**src/rtl/arp_decode.sv**
```systemverilog
// ARP payload decoder: assembles a 56-nibble ARP payload, validates the header and
// reports requests that target this device's IPv4 address.
module arp_decode #(
    parameter logic [47:0] MAC_ADDR = 48'h0,
    parameter logic [31:0] IP_ADDR  = 32'h0
) (
    input  logic        clk,
    input  logic        rst,
    input  logic        ivalid,
    input  logic [3:0]  din,
    output logic        req_valid,
    output logic [47:0] sha,
    output logic [31:0] spa,
    output logic        err,
    output logic        busy,
    output logic [47:0] our_mac
);

    localparam int unsigned NIB_W    = 4;
    localparam int unsigned NUM_NIB  = 56;
    localparam int unsigned CAP_W    = NUM_NIB * NIB_W;
    localparam int unsigned CNT_W    = 6;
    localparam int unsigned BYTE_W   = 5;
    localparam int unsigned POS_W    = 8;
    localparam int unsigned LAST_BYTE = NUM_NIB / 2 - 1;

    localparam logic [CNT_W-1:0] LAST_NIB = CNT_W'(NUM_NIB - 1);

    typedef enum logic [1:0] {
        IDLE  = 2'd0,
        RECV  = 2'd1,
        CHECK = 2'd2,
        DRAIN = 2'd3
    } state_t;

    state_t            state, state_d;
    logic [CNT_W-1:0]  cnt, cnt_d;
    logic [CAP_W-1:0]  cap, cap_full;
    logic [BYTE_W-1:0] byte_idx;
    logic [POS_W-1:0]  pos;
    logic              ivalid_q;
    logic              cap_en;
    logic              load;
    logic              req_valid_d;
    logic              err_d;
    logic              hdr_ok;
    logic              is_req;
    logic              targeted;

    assign our_mac = MAC_ADDR;

    // Payload is packed MSB-byte first; the low nibble of each byte arrives first.
    assign byte_idx = BYTE_W'(LAST_BYTE) - cnt[CNT_W-1:1];
    assign pos      = {byte_idx, cnt[0], 2'b00};

    // Captured payload with the current nibble merged, so the final nibble can be judged on arrival.
    always_comb begin
        cap_full = cap;
        cap_full[pos +: NIB_W] = din;
    end

    assign hdr_ok   = (cap_full[223:208] == 16'h0001) && (cap_full[207:192] == 16'h0800) &&
                      (cap_full[191:184] == 8'h06)    && (cap_full[183:176] == 8'h04);
    assign is_req   = (cap_full[175:160] == 16'h0001);
    assign targeted = (cap_full[31:0] == IP_ADDR);

    always_comb begin
        state_d     = state;
        cnt_d       = '0;
        cap_en      = 1'b0;
        load        = 1'b0;
        req_valid_d = 1'b0;
        err_d       = 1'b0;
        case (state)
            IDLE: begin
                // A packet already in flight (e.g. across reset) is drained, not decoded.
                if (ivalid) begin
                    if (!ivalid_q) begin
                        cap_en  = 1'b1;
                        cnt_d   = CNT_W'(1);
                        state_d = RECV;
                    end else begin
                        state_d = DRAIN;
                    end
                end
            end
            RECV: begin
                if (!ivalid) begin
                    err_d   = 1'b1;
                    state_d = IDLE;
                end else begin
                    cap_en = 1'b1;
                    cnt_d  = cnt + CNT_W'(1);
                    if (cnt == LAST_NIB) begin
                        state_d = CHECK;
                        if (!hdr_ok) begin
                            err_d = 1'b1;
                        end else if (is_req && targeted) begin
                            req_valid_d = 1'b1;
                            load        = 1'b1;
                        end
                    end
                end
            end
            CHECK: begin
                state_d = ivalid ? DRAIN : IDLE;
            end
            DRAIN: begin
                if (!ivalid) begin
                    state_d = IDLE;
                end
            end
            default: begin
                state_d = IDLE;
            end
        endcase
    end

    always_ff @(posedge clk) begin
        if (rst) begin
            state     <= IDLE;
            cnt       <= '0;
            req_valid <= 1'b0;
            err       <= 1'b0;
            busy      <= 1'b0;
            sha       <= '0;
            spa       <= '0;
        end else begin
            state     <= state_d;
            cnt       <= cnt_d;
            req_valid <= req_valid_d;
            err       <= err_d;
            busy      <= (state_d == RECV) || (state_d == DRAIN);
            if (load) begin
                sha <= cap_full[159:112];
                spa <= cap_full[111:80];
            end
        end
    end

    // Capture register is kept apart from sha/spa so partial packets never disturb them.
    always_ff @(posedge clk) begin
        if (cap_en) begin
            cap <= cap_full;
        end
    end

    always_ff @(posedge clk) begin
        ivalid_q <= ivalid;
    end

endmodule
```
**config.mk**
```make
export PLATFORM = sky130hd
export DESIGN_NAME = arp_decode
export DESIGN_NICKNAME = d
export VERILOG_FILES = /design/src/rtl/arp_decode.sv
export SDC_FILE = /design/constraint.sdc
export NUM_CORES = 1
export LEC_CHECK = 0
export BUFFER_PORTS_ARGS = -buffer_cell sky130_fd_sc_hd__buf_2
export CAP_MARGIN = 20
export CELL_PAD_IN_SITES_DETAIL_PLACEMENT = 1
export CELL_PAD_IN_SITES_GLOBAL_PLACEMENT = 1
export CORE_MARGIN = 2
export CORE_UTILIZATION = 35
export DETAILED_ROUTE_END_ITERATION = 12
export GPL_ROUTABILITY_DRIVEN = 1
export HOLD_SLACK_MARGIN = 0.12
export PLACE_DENSITY = 0.72
export SYNTH_ARGS = -nofsm -noshare
export SYNTH_HDL_FRONTEND = slang
export SYNTH_SLANG_ARGS = --single-unit
export TNS_END_PERCENT = 20
```
**constraint.sdc**
```tcl
create_clock -name clk -period 6.55 [get_ports clk]
set_clock_uncertainty 0.05 [all_clocks]
set_input_delay 0.655 -clock clk [delete_from_list [all_inputs] [get_ports clk]]
set_output_delay 0.655 -clock clk [all_outputs]
set_load 0.005 [all_outputs]
```
# After elaboration in Yosys (flattened, before gate mapping)
# Index checks and enable logic that the tools add are counted.
# op_classes
addsub	3
n_eq_ne	11
n_shift	2
n_mux	24
bitwise_logic	1
n_reduce_logical	8
# ops
op	count
$bwmux W224	1
$shift A4 B10 Y224 const A	1
$shiftx A4 B10 Y224	1
$eq A16 B1 Y1 const B	2
$logic_not A32 Y1	1
$eq A16 B12 Y1 const B	1
$eq A8 B3 Y1 const B	2
$mux W1	13
$mux W2	6
$pmux W6 S2	1
$neg A8 Y10	1
$pmux W2 S4	1
$add A6 B1 Y6 const B	1
$eq A2 B2 Y1 const B	3
$eq A6 B6 Y1 const B	1
$mux W6	1
$sub A5 B5 Y5 const A	1
$eq A2 B1 Y1 const B	2
$logic_and A1 B1 Y1	4
$logic_not A2 Y1	1
$pmux W1 S2	1
$reduce_or A2 Y1	1
$logic_or A1 B1 Y1	1
$not A1 Y1	1
# totals
regBits	316
input_bits	7
output_inout_bits	131

# Longest topological paths before layout
# depth
word_depth	12
depth_mapped	16
mapped_depth_nobuf	11

# Worst setup path after synthesis
# No wires, ideal clock.
# synth_timing
path_kind	flip-flop to flip-flop
start	register state[0]
end	register cap[0] (enable)
arrival_time_ns	4.669
path_slack_ns	1.273
stages_incl_launch_ff	4
n_path_buf	0
synth_period_minus_slack_ns	5.277
path_cell_list	dfxtp_1 inv_1 a21oi_1 and2_1
# synth_via
elab_chain_cells	2
word_cells_on_any_way	3
classes_between	1 x eq/ne; 1 x mux; 1 x reduce/logical
# synth_lines
element	line	text
start, declared	36	state_t state, state_d;
start signal, assigned	129	state <= state_d;
$eq A2 B1 Y1 or $logic_not A2 Y1 (tied branches)	74	case (state)
$pmux W1 S2 (*)	74	
net cap_en	42	logic cap_en;
end signal, assigned	144	cap <= cap_full;
end, declared	38	logic [CAP_W-1:0] cap, cap_full;
# The timed path passes the listed nets; every way through them passes the cells marked *.
# A chain may end at the register's enable or synchronous reset.

# Worst setup path in the final report
# layout_timing
start	register cnt[0]
end	register sha[11]
# layout_via
word_cells_on_any_way	20
classes_between	1 x add/sub; 6 x eq/ne; 2 x shift; 6 x mux; 5 x reduce/logical
# layout_rtl
element	line	text
start, declared	37	logic [CNT_W-1:0] cnt, cnt_d;
start signal, assigned	130	cnt <= cnt_d;
$neg A8 Y10 (*)	59	cap_full[pos +: NIB_W] = din;
$shiftx A4 B10 Y224 or $shift A4 B10 Y224 (tied branches)	59	
$bwmux W224 (*)	59	
net cap_full[187]	38	
$eq A8 B3 Y1 (*)	63	(cap_full[191:184] == 8'h06) && (cap_full[183:176] == 8'h04);
$logic_and A1 B1 Y1 (*)	62	assign hdr_ok = (cap_full[223:208] == 16'h0001) && (cap_full[207:192] == 16'h0800) &&
$logic_and A1 B1 Y1 (*)	63	
$mux W1 (*)	96	if (!hdr_ok) begin
$mux W1 (*)	94	if (cnt == LAST_NIB) begin
$mux W1 (*)	88	if (!ivalid) begin
$mux W1 (*)	74	
end signal, assigned	135	sha <= cap_full[159:112];
end, declared	12	output logic [47:0] sha,
# Marks and branches as above.

==> run_results.csv <==
group,metric,value,unit
critical_path,slowest_stage,"dfxtp_1",
clocking,htreeDepth,1,
pwr,leakage,6.10,nW
detailed_routing,drtIter0Drc,556,
floorplanning,die_x,202,um
clocking,ctsResizeCount,0,
detailed_routing,wl_met2,17600,um
detailed_routing,vias,9749,
detailed_routing,drtPass1Iterations,5,
detailed_routing,wl_per_cell,19.5,um
floorplanning,die_area,40900,um2
global_routing,grtUsageTotal,0.177,
layout,syn_to_final_growth,12.5,%
detailed_routing,wl_met1,16400,um
job,max_cap_viol_count,0,
clocking,cts.sinks,267,
timing,hold_viol_final,0,
global_routing,antenna_found_initial,0,
floorplanning,die_h,202,um
critical_path,path_delay_family,"simple AND/OR/NAND/NOR gates",
critical_path,critPathMaxFanout,81,
logic_synthesis,avgSynthCellArea,10.9,um2
logic_synthesis,synth_common_cells,"inv_1, edfxtp_1, nand2_1",
logic_synthesis,syn-instance-count,1261,
floorplanning,coreArea,38700,um2
critical_path,critPathArrivalTime,5.83,ns
logic_synthesis,synth-async-reset-ratio,0,
critical_path,crit_path_end_kind,"register",
detailed_routing,antenna_left,0,
detailed_routing,avgViaCountPerCell,5.23,
place,io_buffers,89,
timing,slew_headroom,0.230,
layout,fillers,4341,
floorplanning,ioPinCount,138,
floorplanning,start_util,0.355,
critical_path,crit_required,6.97,ns
logic_synthesis,synth_edf_count,176,
layout,drive_gt1_frac,0.229,
logic_synthesis,synth-seq-cells,267,
global_routing,grt_max_degree,87,
logic_synthesis,synth_most_common_cell,"inv_1",
critical_path,crit_type,"reg2reg",
pwr,pwr-share-clk,0.432,
pwr,p_sw_frac,0.225,
logic_synthesis,synthFlopType,"edfxtp_1",
pwr,vdd_drop_max,0.193,mV
clocking,clockBufferDepth,3,
pwr,comb_power_share,0.056,
critical_path,max_stage_delay,0.68,ns
critical_path,crit_chain,"inv_1 > ha_1 > xnor2_1 > nand2_1 > nor4_2 > mux2_2 > nand2b_1 > or4_1 > nor4_2 > nand3_4 > buf_12 > a21oi_2",
detailed_routing,top_layer_used,"met4",
layout,antennaDiodeCount,0,
logic_synthesis,syn_area,13800,um2
detailed_routing,wl_met3,1390,um
global_routing,grt_pass1_wl,58000,um
layout,multi_input_area,5420,um2
detailed_routing,wl,36400,um
detailed_routing,drc,0,
logic_synthesis,synth.top_cell.area_share,0.384,
logic_synthesis,synth.largest_area_cell,"edfxtp_1",
clocking,clock_latency,0.55,ns
timing,rsz0062_at_grt,"no",
clocking,clkTransAtPathRegs,0.07,ns
timing,fin_crit_sh,0.827,
timing,tightest_slew,1.14,ns
pwr,finalPower,3.69,mW
clocking,root_buffer,"clkbuf_16",
layout,final_net_count,1337,
clocking,post_cts_buffers,0,
floorplanning,num_rows,72,
timing,max_freq,0.185,GHz
timing,maxSlewViolCount,0,
place,gp_congestion,0.882,
pwr,power_density,239,nW/um2
pwr,power_switching,0.832,mW
logic_synthesis,synth_cell_types,69,
global_routing,grt.overflow.total,0,
logic_synthesis,synth_warnings,0,
hold_path,hold_class,"in2reg",
critical_path,cpMostUsedCell,"nor4_2",
critical_path,cp_num_buf_inv,2,
logic_synthesis,ys_seq_area_frac,0.517,
timing,period_needed,5.41,ns
place,place_hpwl,24000,um
clocking,hold_buffers,0,
clocking,tritoncts,"yes",
timing,fin_tns_setup,0,ns
layout,seqCellArea,7110,um2
clocking,numCtsBuffers,28,
outcome,outcome,"completed",
pwr,power.internal,2.86,mW
critical_path,cp-start-kind,"register",
pwr,seq_power_share,0.512,
global_routing,grt_pass1_vias,10100,
logic_synthesis,synth.area.top_cells,"edfxtp_1, dfxtp_1, a41o_1, mux2i_1, a21oi_2",
timing,setup_viol,0,
-- placed cells by master, fill, tap and decap left out, types with 10 or more instances in the layout --
cell       instances
nand3_1           28
buf_2             89
edfxtp_1         176
buf_4             19
nor3_1            10
a21oi_2           79
o31ai_1           16
conb_1            48
o21ai_0           36
nor2_1            45
inv_1            177
nor4_1            15
o21a_1            19
clkbuf_16         29
dfxtp_1           91
mux2_2            48
nand2_1           95
mux2i_1           79
a41o_1            80
-- cell type report --
| class | count | area share |
|---|---|---|
| clock inverters | 12 | 0.00566 |
| flip-flops and latches | 267 | 0.459 |
| inverters | 178 | 0.0432 |
| well taps | 518 | 0.0419 |
| clock buffers | 40 | 0.0541 |
| repair buffers | 114 | 0.0453 |
| multi-input cells | 735 | 0.351 |
-- sequential cells by signal, summed over array words and instances (netlist names) --
name and count:
cap 176, err 1, spa 32, cnt 6
ivalid_q 1, req_valid 1, state 2, sha 48
-- kinds of logic after synthesis --
group,share of synthesized area
buf+inv,0.103
mux,0.100
simple gates,0.103
xor+xnor,0.0126
other cells,0.000273
fa+ha+maj,0.00546
flops,0.517
compound gates,0.159
-- layer usage --
| metal | vias to the layer above | GRT usage |
|---|---|---|
| met4 | 0 | 0.0545 |
| met2 | 232 | 0.300 |
| met5 | - | 0 |
| met3 | 56 | 0.0187 |
| li1 | 4553 | - |
| met1 | 4908 | 0.238 |
-- metrics by stage --
step | area, um2 | worst slack (ns) | hold slack, ns | util | cells
final | 15500 | 1.14 | 0.228 | 0.399 | 1864
after global routing | 15500 | 0.881 | 0.220 | 0.399 | 1864
after CTS | 15400 | 1.32 | 0.201 | 0.399 | 1862
after detailed placement | 14500 | 1.33 | 0.391 | 0.375 | 1810
after global placement | 14500 | 1.54 | 0.387 | 0.375 | 1810
after floorplan | 13900 | 1.27 | 0.388 | - | 1308
-- path summary, 6_finish.rpt --
check	from	slack [ns]	to	depth (start not counted)
max reg2reg	cnt[0]$_SDFF_PP0_	1.14	sha[11]$_SDFFE_PP0P_	12
min reg2reg	sha[22]$_SDFFE_PP0P_	0.40	sha[22]$_SDFFE_PP0P_	2
min	ivalid	0.23	ivalid_q$_DFF_P_	1
max	cnt[0]$_SDFF_PP0_	1.14	sha[11]$_SDFFE_PP0P_	12
-- power by group through the flow --
stage	clock [mW]	sequential, mW	combinational [mW]
after floorplan	0	1.93	0.167
after global placement	0	1.92	0.196
after detailed placement	0	1.93	0.205
after CTS	1.64	1.89	0.205
after global routing	1.68	1.89	0.232
final	1.60	1.89	0.208
(Power assumes the default switching activity.)
